### src/rtl/alu_result_fifo.sv
// alu_result_fifo: DEPTH-entry buffer of ALU result + zero/carry/overflow flags, optional sticky status (ALU_STICKY_FLAGS_EN).
// Latency: push to out_valid is 1 cycle, no same-cycle bypass; sustains 1 entry/cycle.
// Backpressure: in_ready = rst_n & !full, never depends on out_ready; a stalled head holds out_* constant.

// Generic single-clock FIFO with registered occupancy and combinational head read.
// Latency: written entry visible at the head one cycle after the push.
// Backpressure: wr_rdy drops when full (or in reset); a pop frees a slot seen by wr_rdy next cycle.
module alu_fifo_core #(
  parameter int W     = 8,
  parameter int DEPTH = 4
) (
  input  logic                     clk,
  input  logic                     rst_n,
  input  logic                     wr_vld,
  output logic                     wr_rdy,
  input  logic [W-1:0]             wr_dat,
  output logic                     rd_vld,
  input  logic                     rd_rdy,
  output logic [W-1:0]             rd_dat,
  output logic [$clog2(DEPTH):0]   count
);

  localparam int AW = $clog2(DEPTH);
  localparam logic [AW:0] FULL = (AW+1)'(DEPTH);

  // Reject unusable geometries at elaboration time; pointer wrap relies on a power of two.
  if (DEPTH < 2 || (DEPTH & (DEPTH - 1)) != 0) begin : g_depth_check
    $error("alu_fifo_core: DEPTH must be a power of two and at least 2");
  end

  logic [W-1:0]  mem [DEPTH];
  logic [AW-1:0] wr_ptr;
  logic [AW-1:0] rd_ptr;
  logic          push;
  logic          pop;

  // Ready is gated by reset so upstream never hands over an entry that would be discarded.
  assign wr_rdy = rst_n & (count != FULL);
  assign rd_vld = (count != '0);
  assign push   = wr_vld & wr_rdy;
  assign pop    = rd_vld & rd_rdy;

  // Head is read straight out of storage; no output register, so a stall cannot change it.
  assign rd_dat = mem[rd_ptr];

  // Storage: cleared on reset so the head reads zero while empty after reset.
  always_ff @(posedge clk or negedge rst_n) begin
    if (!rst_n) begin
      for (int i = 0; i < DEPTH; i++) begin
        mem[i] <= '0;
      end
    end else if (push) begin
      mem[wr_ptr] <= wr_dat;
    end
  end

  // Write pointer advances per push and wraps naturally at DEPTH.
  always_ff @(posedge clk or negedge rst_n) begin
    if (!rst_n) begin
      wr_ptr <= '0;
    end else if (push) begin
      wr_ptr <= wr_ptr + 1'b1;
    end
  end

  // Read pointer advances per pop and wraps naturally at DEPTH.
  always_ff @(posedge clk or negedge rst_n) begin
    if (!rst_n) begin
      rd_ptr <= '0;
    end else if (pop) begin
      rd_ptr <= rd_ptr + 1'b1;
    end
  end

  // Occupancy: a simultaneous push and pop leaves it unchanged.
  always_ff @(posedge clk or negedge rst_n) begin
    if (!rst_n) begin
      count <= '0;
    end else begin
      case ({push, pop})
        2'b10:   count <= count + 1'b1;
        2'b01:   count <= count - 1'b1;
        default: count <= count;
      endcase
    end
  end

endmodule

// alu_result_fifo: buffers ALU results and flags for a consumer that may stall.
// Latency: 1 cycle push-to-out_valid; 1 entry/cycle when out_ready is held high.
// Backpressure: in_ready low when full or in reset; independent of out_ready (no comb ready path).
module alu_result_fifo #(
  parameter int WIDTH = 16,
  parameter int DEPTH = 4
) (
  input  logic                   clk,
  input  logic                   rst_n,
  input  logic                   in_valid,
  output logic                   in_ready,
  input  logic [WIDTH-1:0]       in_result,
  input  logic                   in_zero,
  input  logic                   in_carry,
  input  logic                   in_overflow,
  output logic                   out_valid,
  input  logic                   out_ready,
  output logic [WIDTH-1:0]       out_result,
  output logic                   out_zero,
  output logic                   out_carry,
  output logic                   out_overflow,
  output logic [$clog2(DEPTH):0] count
`ifdef ALU_STICKY_FLAGS_EN
  ,
  input  logic                   sticky_clr,
  output logic                   sticky_carry,
  output logic                   sticky_overflow
`endif
);

  typedef struct packed {
    logic [WIDTH-1:0] result;
    logic             zero;
    logic             carry;
    logic             overflow;
  } entry_t;

  entry_t wr_entry;
  entry_t rd_entry;

  assign wr_entry.result   = in_result;
  assign wr_entry.zero     = in_zero;
  assign wr_entry.carry    = in_carry;
  assign wr_entry.overflow = in_overflow;

  alu_fifo_core #(
    .W     ($bits(entry_t)),
    .DEPTH (DEPTH)
  ) u_fifo (
    .clk    (clk),
    .rst_n  (rst_n),
    .wr_vld (in_valid),
    .wr_rdy (in_ready),
    .wr_dat (wr_entry),
    .rd_vld (out_valid),
    .rd_rdy (out_ready),
    .rd_dat (rd_entry),
    .count  (count)
  );

  assign out_result   = rd_entry.result;
  assign out_zero     = rd_entry.zero;
  assign out_carry    = rd_entry.carry;
  assign out_overflow = rd_entry.overflow;

`ifdef ALU_STICKY_FLAGS_EN
  logic push;

  // Only accepted entries contribute to sticky status.
  assign push = in_valid & in_ready;

  // Sticky status accumulates per accepted entry; a setting push beats a same-cycle clear.
  always_ff @(posedge clk or negedge rst_n) begin
    if (!rst_n) begin
      sticky_carry    <= 1'b0;
      sticky_overflow <= 1'b0;
    end else begin
      if (push && in_carry) begin
        sticky_carry <= 1'b1;
      end else if (sticky_clr) begin
        sticky_carry <= 1'b0;
      end
      if (push && in_overflow) begin
        sticky_overflow <= 1'b1;
      end else if (sticky_clr) begin
        sticky_overflow <= 1'b0;
      end
    end
  end
`endif

endmodule

### config.mk
export PLATFORM = sky130hd
export DESIGN_NAME = alu_result_fifo
export DESIGN_NICKNAME = d
export VERILOG_FILES = /design/src/rtl/alu_result_fifo.sv
export SDC_FILE = /design/constraint.sdc
export NUM_CORES = 1
export LEC_CHECK = 0
export ABC_AREA = 0
export CAP_MARGIN = 20
export CORE_MARGIN = 2
export CORE_UTILIZATION = 50
export DETAILED_ROUTE_END_ITERATION = 10
export PLACE_DENSITY_LB_ADDON = 0.12
export SYNTH_ARGS = -nofsm -noshare
export SYNTH_HDL_FRONTEND = slang
export SYNTH_HIERARCHICAL = 1
export SYNTH_SLANG_ARGS = --single-unit
export TNS_END_PERCENT = 1
### constraint.sdc
create_clock -name clk -period 1.92 [get_ports clk]
set_input_delay 0.384 -clock clk [delete_from_list [all_inputs] [get_ports clk]]
set_output_delay 0.384 -clock clk [all_outputs]
set_load 0.01 [all_outputs]
After elaboration in Yosys (flattened, before gate mapping)
Cells that the tools add are included.
- bits in registers: 83
- input bits: 23
- output and inout bits: 24
- add/subtract/negate cells: 4
- $lt $le $gt $ge: 3
- eq/ne operators: 3
- mux-type cells: 7
- bitwise gates (word level): 5
- reductions and logical operators: 3
- operator list (cell ; number):
    $bwmux 76 ; 1
    $mux 19 ; 3
    $bmux 19 s2 ; 1
    $demux 19 s2 ; 1
    $ge 3x3->1 const B ; 2
    $not 2->3 ; 2
    $pmux 3 s2 ; 1
    $add 2x1->2 const B ; 2
    $add 3x1->3 const B ; 1
    $and 1x1->1 ; 3
    $lt 3x1->1 const B ; 1
    $ne 3x3->1 const B ; 1
    $reduce_bool 3->1 ; 1
    $sub 3x1->3 const B ; 1
    $eq 2x1->1 const B ; 1
    $eq 2x2->1 const B ; 1
    $reduce_bool 2->1 ; 1
    $logic_and 1x1->1 ; 1

Depth between registers and ports, before layout
- word-level depth: 6
- gate-level depth with buffers: 9
- mapped depth without buffers: 9

Least setup slack after synthesis
OpenSTA, ideal clock, no wires.
- path kind: reg-to-reg
- start point: register u_fifo.count[0]
- end point: register u_fifo.count[2]
- data arrival time: 1.864 ns
- required time: 1.841 ns
- setup slack: -0.023 ns
- stages on the path, launching flop included: 10
- path buffers: 0
- cell sequence: dfrtp_1 -> nor3b_4 -> nor2_1 -> inv_1 -> ha_1 -> inv_1 -> fa_1 -> xor2_1 -> nor2_1 -> xor2_1
- cells in the longest elaborated chain, start to end: 5
- elaborated cells between the ends (all ways): 11
- classes of those cells: 2 x add/sub; 3 x eq/ne; 1 x mux; 3 x bitwise; 2 x reduce/logical
- RTL lines (element ; line ; RTL):
    start, declared ; 20 ; output logic [$clog2(DEPTH):0] count
    start signal, assigned ; 81 ; 2'b10: count <= count + 1'b1;
    start signal, assigned ; 82 ; 2'b01: count <= count - 1'b1;
    start signal, assigned ; 83 ; default: count <= count;
    $ne 3x3->1 ; 38 ; assign wr_rdy = rst_n & (count != FULL);
    $and 1x1->1 ; 38 ;
    $and 1x1->1 ; 40 ; assign push = wr_vld & wr_rdy;
    $eq 2x1->1 or $eq 2x2->1 (tied branches) ; 80 ; case ({push, pop})
    $pmux 3 s2 or $reduce_bool 2->1 (tied branches) ; - ;
Parallel ways exist; a longest one is shown, timed or not.
A chain may end at the register's enable or synchronous reset.

Worst setup path in the final report
- start point: register u_fifo.rd_ptr[0]
- end point: output port out_overflow
- cells in the longest elaborated chain, start to end: 4
- RTL lines (element ; line ; RTL):
    start, declared ; 33 ; logic [AW-1:0] rd_ptr;
    start signal, assigned ; 71 ; rd_ptr <= rd_ptr + 1'b1;
    $not 2->3 (not written as such) ; 44 ; assign rd_dat = mem[rd_ptr];
    $bmux 19 s2 ; 44 ;
    $mux 19 (not written as such) (2 in series) ; 44 ;
    end, declared ; 110 ; output logic out_overflow,
Every way passes these cells. The select of a mux whose other input is x is not followed.

==> results.json <==
{
  "num_rows": 32,
  "vdd_drop_max_mv": 0.7555,
  "antenna_left": 0,
  "setup_tns_ns": -1.706,
  "n_antenna_cell": 0,
  "power_density_mw_per_mm2": 1793,
  "cp_slowest_stage_delay_ns": 0.52,
  "drive_gt1_share_pct": 57.67,
  "critical_path_arrival_ns": 1.64,
  "clk_pin_slew_ns": 0.08,
  "dpl.hpwl_mm": 4.708,
  "ys_seq_area_share_pct": 52.95,
  "area_growth_pct": 26.06,
  "core_mm2": 0.007647,
  "die_area_mm2": 0.008569,
  "cap_viol_max_count": 0,
  "clock_latency_ns": 0.35,
  "ys_warn_count": 6,
  "cts_tree": "built",
  "p_leak_nw": 2.167,
  "yosysUniqueCellTypes": 21,
  "setup_ws_ns": -0.1066,
  "numCtsBuffers": 9,
  "grt_overflow": 0,
  "ctsHoldBuffers": 0,
  "synth_seq_cells": 83,
  "start_util_pct": 51.29,
  "run_status": "finished with violations",
  "drc_errors": 0,
  "path_cells": "buf_6, buf_12, mux4_2, buf_6",
  "die_y_um": 92.57,
  "avgSynthCellArea_um2": 17.67,
  "max_freq_mhz": 493.4,
  "slew_viol_final": 0,
  "hold_viol_final": 0,
  "syn_area_mm2": 0.003923,
  "route.met3.wl_um": 250,
  "nets": 324,
  "startpoint_type": "flip-flop",
  "worst_pin_slew_ns": 0.7160,
  "cp_max_fo": 6,
  "ctsHtreeMaxLevel": 3,
  "slew_headroom_pct": 52.27,
  "drtPass1Iterations": 4,
  "grt_max_degree": 58,
  "num-fill-cells": 569,
  "via_per_inst": 5.289,
  "wirelength_mm": 7.300,
  "ioPinCount": 47,
  "required_ns": 1.54,
  "dr_wl_met2_mm": 3.541,
  "skew_ns": 0.01206,
  "synth_nets": 251,
  "syn-instance-count": 222,
  "root_buffer": "clkbuf_8",
  "num_vias": 2126,
  "grt_setup_unrepaired": "true",
  "period_share_pct": 105.6,
  "period_needed_ns": 2.027,
  "antenna_found_initial": 0,
  "grt_pass1_wl_mm": 12.54,
  "highest_layer": "met4",
  "cp_common_cell": "buf_6",
  "hold_class": "input pin to async pin",
  "die_w_um": 92.57,
  "wire_per_inst_um": 18.16,
  "crit_path_top_delay_cell": "mux4_2",
  "grtUsageTotal_pct": 19.26,
  "portBuffers": 46,
  "m1WireLength_mm": 3.437,
  "cts_buffer_depth": 2,
  "gp_congestion": 0.6926,
  "drt_iter0_drc": 58,
  "setup_violations": 21,
  "cp.buffers_inverters": 3,
  "fin_hold_ws_ns": 0.05012,
  "end_kind": "output port",
  "critPathTopFamily": "multiplexers",
  "violations": "negative setup slack",
  "clock_sinks": 83,
  "grt_pass1_vias": 2341,
  "critPathKind": "flip-flop to output port"
}
[cell usage in the layout, fill, tap and decap left out, types with 3 or more instances in the layout]
cell type,count
dfrtp_1,80
clkbuf_8,9
nor3b_2,4
buf_4,20
mux4_2,19
buf_12,5
buf_6,19
xor2_1,3
mux2_2,37
dfrtp_2,3
ha_1,4
xnor2_1,3
clkdlybuf4s50_1,23
mux2_4,40
inv_1,6
[power by group]
part | switching, W | internal [W] | leakage, nW
logic | 0.00149 | 0.00290 | 1.07
clock network | 0.000624 | 0.000735 | 0.103
registers | 0.000481 | 0.00264 | 0.993
total | 0.00259 | 0.00628 | 2.17
[per-stage QoR]
step                worst slack [ns]  util (%)  cells  power [W]  area (µm²)
finish                       -0.1066     64.66    402   0.008867        4945
global route                 -0.1893     64.66    402   0.009436        4945
CTS                          -0.1385     63.86    402   0.008713        4883
detailed placement           -0.1766     60.18    378   0.007221        4602
global placement             -0.1358     60.18    378   0.007152        4602
floorplan                   0.001171         -    222   0.005643        3926
[cells by family after synthesis]
logic type               synth area share [%]
XOR/XNOR                                1.340
multiplexers                            37.10
buffers and inverters                   4.211
flip-flops                              52.95
adder cells (fa/ha/maj)                 2.105
AND/OR/NAND/NOR                         2.042
AO/OA/AOI/OAI                          0.2552
[cell type report]
type	count	area, µm²	area share, %
inverter	6	22.52	0.4555
sequential	83	2081	42.08
clock buffer	10	127.6	2.581
timing repair buffer	74	782.0	15.81
tap	102	127.6	2.581
multi-input combinational	121	1715	34.69
clock inverter	6	88.84	1.797
[worst register-to-register path, stage by stage, from the launching register on]
cell	delay, ns
dfrtp_2	0.45
nor3b_4	0.19
buf_4	0.14
nor2_2	0.04
inv_1	0.11
ha_4	0.15
inv_1	0.05
fa_1	0.37
xor2_1	0.15
nor2_1	0.11
xor2_1	0.14
[sequential cells by signal (all words and copies together) (netlist names)]
name and flops:
u_fifo/count 3, u_fifo/rd_ptr 2, u_fifo/wr_ptr 2, u_fifo/mem 76
[final timing paths]
path / start / end / slack, ns / cells past startpoint
min: rst_n / u_fifo/mem[44] / 0.05 / 2
max: u_fifo/rd_ptr[0] / out_overflow / -0.11 / 4
max reg2reg: u_fifo/count[0] / u_fifo/count[2] / -0.04 / 10
min in group clk: u_fifo/mem[38] / u_fifo/mem[38] / 0.51 / 1
min reg2reg: u_fifo/mem[38] / u_fifo/mem[38] / 0.51 / 1
max in group asynchronous: rst_n / u_fifo/count[0] / 1.22 / 2
[cell usage after synthesis]
library cell	n	share of area [%]
xnor2_1	3	0.67
mux2i_1	1	0.26
mux4_2	19	11
dfrtp_1	83	53
clkbuf_1	2	0.19
mux2_2	37	11
nor3b_1	4	0.77
inv_1	6	0.57
and2b_2	1	0.22
nor2_1	2	0.19
xor2_1	3	0.67
fa_1	1	0.51
ha_1	5	1.6
buf_12	4	2.0
mux2_4	40	15
o31a_2	1	0.26
nor3b_4	1	0.48
buf_6	4	1.1
buf_2	2	0.26
nand2_1	2	0.19
or3_2	1	0.19
[layer usage]
| metal | global-route usage [%] | vias to the layer above |
|---|---|---|
| li1 | - | 955 |
| met4 | 5.224 | 0 |
| met5 | 0 | - |
| met3 | 5.533 | 7 |
| met1 | 26.95 | 1133 |
| met2 | 29.74 | 31 |
[repair_timing]
item | CTS | global route
endpoints found under the setup margin | 21 | 23
setup buffers | 6 | 0
pin swaps | 1 | 0
resized for setup | 95 | 11
gates cloned | 2 | 0
Power figures use the tool's default switching activity.
